### src/rtl/lag_counter.sv
// rtl/lag_counter.sv - photodiode lag counter: trigger-to-bright-edge delay in microseconds
module lag_counter #(
   parameter int          PRESCALE   = 27,
   parameter int          DEBOUNCE   = 16,
   parameter logic [19:0] TIMEOUT_US = 20'd999_999
) (
   input  logic        clock,
   input  logic        reset,
   input  logic        starttrigger,
   input  logic        sensor,
   output logic [19:0] lag_us,
   output logic        lag_valid,
   output logic        timeout,
   output logic        busy,
   output logic [7:0]  measure_count
);

   typedef enum logic {
      IDLE    = 1'b0,
      MEASURE = 1'b1
   } state_t;

   localparam logic [9:0] PRESC_LAST = 10'(PRESCALE - 1);
   localparam logic [7:0] DB_LAST    = 8'(DEBOUNCE - 1);

   state_t      state;
   state_t      state_next;

   logic        sync1;
   logic        sync2;
   logic        sensor_db;
   logic        sensor_db_prev;
   logic [7:0]  db_cnt;

   logic [9:0]  presc;
   logic [19:0] us_cnt;

   logic        rise;
   logic        capture;
   logic        abort;
   logic        clear_cnt;

   // Bright edge of the debounced sensor, one edge after sensor_db goes high.
   assign rise = sensor_db & ~sensor_db_prev;
   assign busy = (state == MEASURE);

   // State register.
   always_ff @(posedge clock) begin
      if (reset) begin
         state <= IDLE;
      end else begin
         state <= state_next;
      end
   end

   // Next state and control strobes; a capture wins over both retrigger and timeout.
   always_comb begin
      state_next = state;
      capture    = 1'b0;
      abort      = 1'b0;
      clear_cnt  = 1'b0;
      case (state)
         IDLE: begin
            if (starttrigger) begin
               state_next = MEASURE;
               clear_cnt  = 1'b1;
            end
         end
         MEASURE: begin
            if (rise) begin
               capture = 1'b1;
               if (starttrigger) begin
                  clear_cnt = 1'b1;
               end else begin
                  state_next = IDLE;
               end
            end else if (starttrigger) begin
               clear_cnt = 1'b1;
            end else if (us_cnt == TIMEOUT_US) begin
               abort      = 1'b1;
               state_next = IDLE;
            end
         end
      endcase
   end

   // Two-flop synchronizer followed by a stability-count debouncer.
   always_ff @(posedge clock) begin
      if (reset) begin
         sync1          <= 1'b0;
         sync2          <= 1'b0;
         sensor_db      <= 1'b0;
         sensor_db_prev <= 1'b0;
         db_cnt         <= 8'd0;
      end else begin
         sync1          <= sensor;
         sync2          <= sync1;
         sensor_db_prev <= sensor_db;
         if (sync2 != sensor_db) begin
            if (db_cnt == DB_LAST) begin
               sensor_db <= sync2;
               db_cnt    <= 8'd0;
            end else begin
               db_cnt <= db_cnt + 8'd1;
            end
         end else begin
            db_cnt <= 8'd0;
         end
      end
   end

   // Microsecond timebase; frozen on the edge that leaves MEASURE so us_cnt never passes the limit.
   always_ff @(posedge clock) begin
      if (reset) begin
         presc  <= 10'd0;
         us_cnt <= 20'd0;
      end else if (clear_cnt) begin
         presc  <= 10'd0;
         us_cnt <= 20'd0;
      end else if (state == MEASURE && state_next == MEASURE) begin
         if (presc == PRESC_LAST) begin
            presc  <= 10'd0;
            us_cnt <= us_cnt + 20'd1;
         end else begin
            presc <= presc + 10'd1;
         end
      end
   end

   // Result registers and single-cycle event pulses.
   always_ff @(posedge clock) begin
      if (reset) begin
         lag_us        <= 20'd0;
         lag_valid     <= 1'b0;
         timeout       <= 1'b0;
         measure_count <= 8'd0;
      end else begin
         lag_valid <= capture;
         timeout   <= abort;
         if (capture) begin
            lag_us        <= us_cnt;
            measure_count <= measure_count + 8'd1;
         end
      end
   end

endmodule

### config.mk
export PLATFORM = sky130hd
export DESIGN_NAME = lag_counter
export DESIGN_NICKNAME = d
export VERILOG_FILES = /design/src/rtl/lag_counter.sv
export SDC_FILE = /design/constraint.sdc
export NUM_CORES = 1
export LEC_CHECK = 0
export BUFFER_PORTS_ARGS = -buffer_cell sky130_fd_sc_hd__buf_2
export CORE_UTILIZATION = 43
export DETAILED_ROUTE_END_ITERATION = 6
export SYNTH_ARGS = -nofsm -noshare
export SYNTH_HDL_FRONTEND = slang
export SYNTH_SLANG_ARGS = --single-unit
export TNS_END_PERCENT = 10
### constraint.sdc
create_clock -name clock -period 6.4 [get_ports clock]
set_input_delay 0.64 -clock clock [delete_from_list [all_inputs] [get_ports clock]]
set_output_delay 0.64 -clock clock [all_outputs]
set_load 0.1 [all_outputs]
Yosys cells after proc, flatten, opt, wreduce, memory -nomap -nowiden:

Cells that the tools add are included.

* bits in read-only memories: 0
* register bits after elaboration: 73
* memories: 0
* latch bits: 0
* input port bits: 4
* output and inout bits: 31
* word-level logic and storage cells: 39
* memory bits (writable): 0

* mux-type cells: 9
* multiply operators: 0
* $lt $le $gt $ge: 0
* bitwise logic cells: 4
* equality and inequality tests: 4
* shift-type cells: 0
* reduce and logical (&&, ||, !) cells: 6
* add/subtract/negate cells: 4
* div/mod/pow operators: 0

Operator list (count)
* adder 20 x 1 -> 20 bit, second input constant: 1
* == test 20 bit, second input constant: 1
* adder 8 x 1 -> 8 bit, second input constant: 2
* adder 10 x 1 -> 10 bit, second input constant: 1
* == test 10 x 5 -> 1 bit, second input constant: 1
* 2-to-1 mux 10 bit: 1
* == test 8 x 4 -> 1 bit, second input constant: 1
* 2-to-1 mux 1 bit: 7
* AND reduction 2 bit: 2
* OR reduction 4 bit: 1
* inverter 1 bit: 3
* OR reduction 3 bit: 1
* case mux 1 bit (2 select lines): 1
* OR reduction 2 bit: 1
* AND 1 bit: 1
* logical AND 1 bit: 1
* != test 1 bit: 1

Longest topological paths before layout:

* depth after elaboration: 7
* gate-level depth with buffers: 8
* gate-level depth less buffers: 7

Least setup slack after synthesis:

OpenSTA, ideal clock, no wires.

* kind: register -> register
* start: register state (netlist: busy)
* end: register us_cnt[8]
* data required time: 6.329 ns
* path buffers: 2
* clock period less this slack: 2.405 ns
* arrival: 2.334 ns
* slack: 3.995 ns
* stages on the path, launching flop included: 7
* path through: dfxtp_1 > buf_4 > nand2_1 > a2111o_1 > buf_2 > or3_2 > a21oi_1

* word-level cells in the longest chain between the ends: 4

RTL lines
* start: declaration: line 26 `state_t state;`
* start signal: assignment: line 52 `state <= state_next;`
* inverter 1 bit
* case mux 1 bit (2 select lines): line 62 `case (state)`
* logical AND 1 bit *: line 120 `end else if (state == MEASURE && state_next == MEASURE) begin`
* AND reduction 2 bit (no source line) *
* end signal: assignment: line 123 `us_cnt <= us_cnt + 20'd1;`
* end: declaration: line 36 `logic [19:0] us_cnt;`

Mark *: on every way between the ends. The rest lies on a longest branch, timed or not.
A chain may end at the register's enable or synchronous reset.

Worst setup path in the final report:

* start: register us_cnt[0]
* end: register us_cnt[1]

* word-level cells in the longest chain between the ends: 7
* elaborated cells between the ends (all ways): 8
* classes of those cells: 1 x add/sub; 1 x eq/ne; 4 x mux; 2 x reduce/logical

RTL lines
* == test 20 bit: line 79 `end else if (us_cnt == TIMEOUT_US) begin`
* 2-to-1 mux 1 bit: line 79
* 2-to-1 mux 1 bit: line 77 `end else if (starttrigger) begin`
* 2-to-1 mux 1 bit: line 70 `if (rise) begin`
* case mux 1 bit (2 select lines): line 62
* logical AND 1 bit: line 120
* AND reduction 2 bit (no source line)

Several ways; a longest one is shown, not always the timed one.

==> flow_summary_export.csv <==
group,metric,value,unit
outcome,run_status,"complete, no violations",
setup_path,max_stage_delay,670,ps
routing,drtAntennaViolNets,0,
setup_path,start_kind,"flip-flop",
worst_hold_path,min_from,"sync1",
clock_network,root_buffer,"clkbuf_8",
pwr,leakage,0.001279,uW
grt,grt_start_max_net_pins,38,
routing,first_iter_violations,154,
floorplan,start_util,45.44,%
clock_network,cts_tree,"done",
synthesis,ys_warn_count,0,
sta,finalCritPeriodShare,39.30,%
grt,grt_use_met1,24.74,%
grt,groute.usage.overall,18.36,%
place,hpwl,4538,um
cells_and_area,layout_common_cells,"dfxtp_1, nand2_1, a21oi_1",
grt,first_global_vias,2302,
synthesis,syn_area,3156,um^2
synthesis,synth_nets,380,
clock_network,clk_latency,340,ps
routing,routedWlPerCell,13.15,um
sta,fin_ws,3885,ps
clock_network,cts_buffers,9,
setup_path,arrival,2730,ps
sta,setup_violations,0,
sta,slew_headroom,36.74,%
grt,top_usage_layer,"met2",
clock_network,clockBufferDepth,2,
clock_network,clkSinkCount,73,
floorplan,io_pins,35,
sta,skew,7.581,ps
cells_and_area,syn_to_final_growth,13.60,%
place,port_buffers,34,
cells_and_area,mostFrequentLayoutCell,"dfxtp_1",
synthesis,yosysSeqAreaShare,46.31,%
setup_path,path_max_fanout,17,
floorplan,coreArea,6944,um^2
synthesis,avgSynthCellArea,8.505,um^2
clock_network,clk_pin_slew_worst_paths,80,ps
place,routabilityCongestion,0.7700,
setup_path,critical_path_class,"flip-flop to flip-flop",
grt,grt_pass1_wl,11000,um
sta,rsz0062_at_grt,"no",
floorplan,die_area,7685,um^2
cells_and_area,fin_util,51.62,%
synthesis,postSynthCellCount,371,
clock_network,cts_resized,0,
floorplan,die_h,87.67,um
grt,use_met3,5.467,%
setup_path,endpoint_kind,"flip-flop",
cells_and_area,fill_cells,651,
flow_run,maxCapViolations,0,
synthesis,synth_edf_count,0,
clock_network,htree_levels,3,
routing,first_pass_iters,4,
sta,drv_slew,0,
floorplan,rows,30,
place,place_ws,3870,ps
grt,antenna_found_initial,0,
cells_and_area,nets,408,
synthesis,ys_ff_latch,73,
sta,layout_min_cycle_time,2515,ps
setup_path,critical_path.top_delay_family,"simple AND/OR/NAND/NOR gates",
setup_path,cp_slowest_cell,"o311ai_4",
sta,tightest_slew,946.0,ps
cells_and_area,drive_above_1_share,17.33,%
synthesis,async_flop_share,0,%
grt,met2_usage,28.48,%
setup_path,crit_start,"us_cnt[0]",
routing,vias,2607,
cells_and_area,diodes,0,
routing,viasPerCell,5.214,
pwr,p_per_area,246.5,nW/um^2
sta,setup_tns,0,ps
routing,finalWirelength,6575,um
grt,grt_remaining_overflow,0,
routing,drcViolationCount,0,
floorplan,dieWidth,87.67,um
pwr,ir_worst_vdd,0.1392,mV
sta,fmax,397.6,MHz
clock_network,cts_hold_buf,0,
clock_network,post_cts_buffers,0,
synthesis,synthFlopType,"dfxtp_1",
sta,hold_violations,0,
setup_path,path_buf_inv,0,
synthesis,synth_cell_type_count,45,
setup_path,crit_required,6610,ps
setup_path,path_cells,"ha_1 > nand3_1 > or4_4 > o311ai_4 > mux2i_1 > nor2_1",
worst_hold_path,worst_hold_path_type,"flip-flop to flip-flop",
setup_path,reg2reg_from,"us_cnt[0]",
-- worst reg2reg max path: stages, from the launching register on --
cell,delay [ps]
dfxtp_1,450
ha_1,210
nand3_1,150
or4_4,600
o311ai_4,670
mux2i_1,260
nor2_1,50
-- worst paths after layout --
check	slack [ps]	cells past startpoint	to
worst min-delay path	440	1	sync2
worst max register to register	3880	6	us_cnt[1]
worst min register to register	440	1	sync2
worst max-delay path	3880	6	us_cnt[1]
-- through the flow --
step,hold WS (ps),power (uW),instance area (um^2),cells
after floorplan,413.8,483.6,3156,371
after global placement,421.9,487.4,3357,484
after detailed placement,425.3,487.5,3357,484
after CTS,439.3,893.4,3585,500
after global routing,452.4,917.8,3585,500
final,439.1,883.6,3585,500
-- layout make-up --
type                    instances  area (um^2)  share of cell area, %
multi-input cells             275         1579                  44.05
flip-flops and latches         73         1461                  40.77
well taps                      96        120.1                  3.351
inverters                       5        18.77                 0.5236
repair buffers                 35        177.7                  4.956
clock inverters                 6        90.09                  2.513
clock buffers                  10        137.6                  3.839
-- per-layer routing --
layer | vias up | routed length (um)
li1 | 1358 | -
met1 | 1196 | 3276
met2 | 46 | 2990
met3 | 7 | 234
met4 | 0 | 73
met5 | - | 0
-- report_power, final --
part	internal, uW	leakage (uW)	total [uW]	switching, uW
sequential	455	0.000589	457	2.22
clock	231	0.000113	407	176
combinational	3.88	0.000578	18.9	15.1
-- synthesized netlist by cell type (2+ instances only) --
master    count  area share (%)
a31oi_1       2            0.40
and3_1        8             1.6
nand3_1      21             3.3
nand2_1      56             6.7
a211oi_1      2            0.48
o31ai_1       2            0.48
buf_6         2            0.71
or3_1        11             2.2
ha_1          5             2.0
nor2b_1       3            0.59
mux2i_1       2            0.63
or2_2         4            0.79
o21ai_0      16             2.5
clkbuf_1     11             1.3
nor3_1        4            0.63
a21oi_1      41             6.5
and4_1        3            0.83
inv_1         5            0.59
xor2_1       13             3.6
nor2_1       32             3.8
nand4_1       9             1.8
or4_1         5             1.2
dfxtp_1      73              46
buf_2         3            0.48
or3_2         8             1.9
xnor2_1       8             2.2
nor4_1        4            0.79
-- sequential cells by signal (all words and copies together) (netlist names), 8 cells and up --
signal / cells
us_cnt: 20
db_cnt: 8
measure_count: 8
presc: 10
lag_us: 20
-- kinds of logic after synthesis --
logic type	synth area share [%]
and+or+nand+nor	29.22
DFF	46.31
AOI/OAI and AO/OA	12.37
buffers and inverters	3.648
xor gates and xnor gates	5.829
adders and majority gates	1.983
muxes	0.6344
No activity file was read; power rests on OpenSTA's default activity.
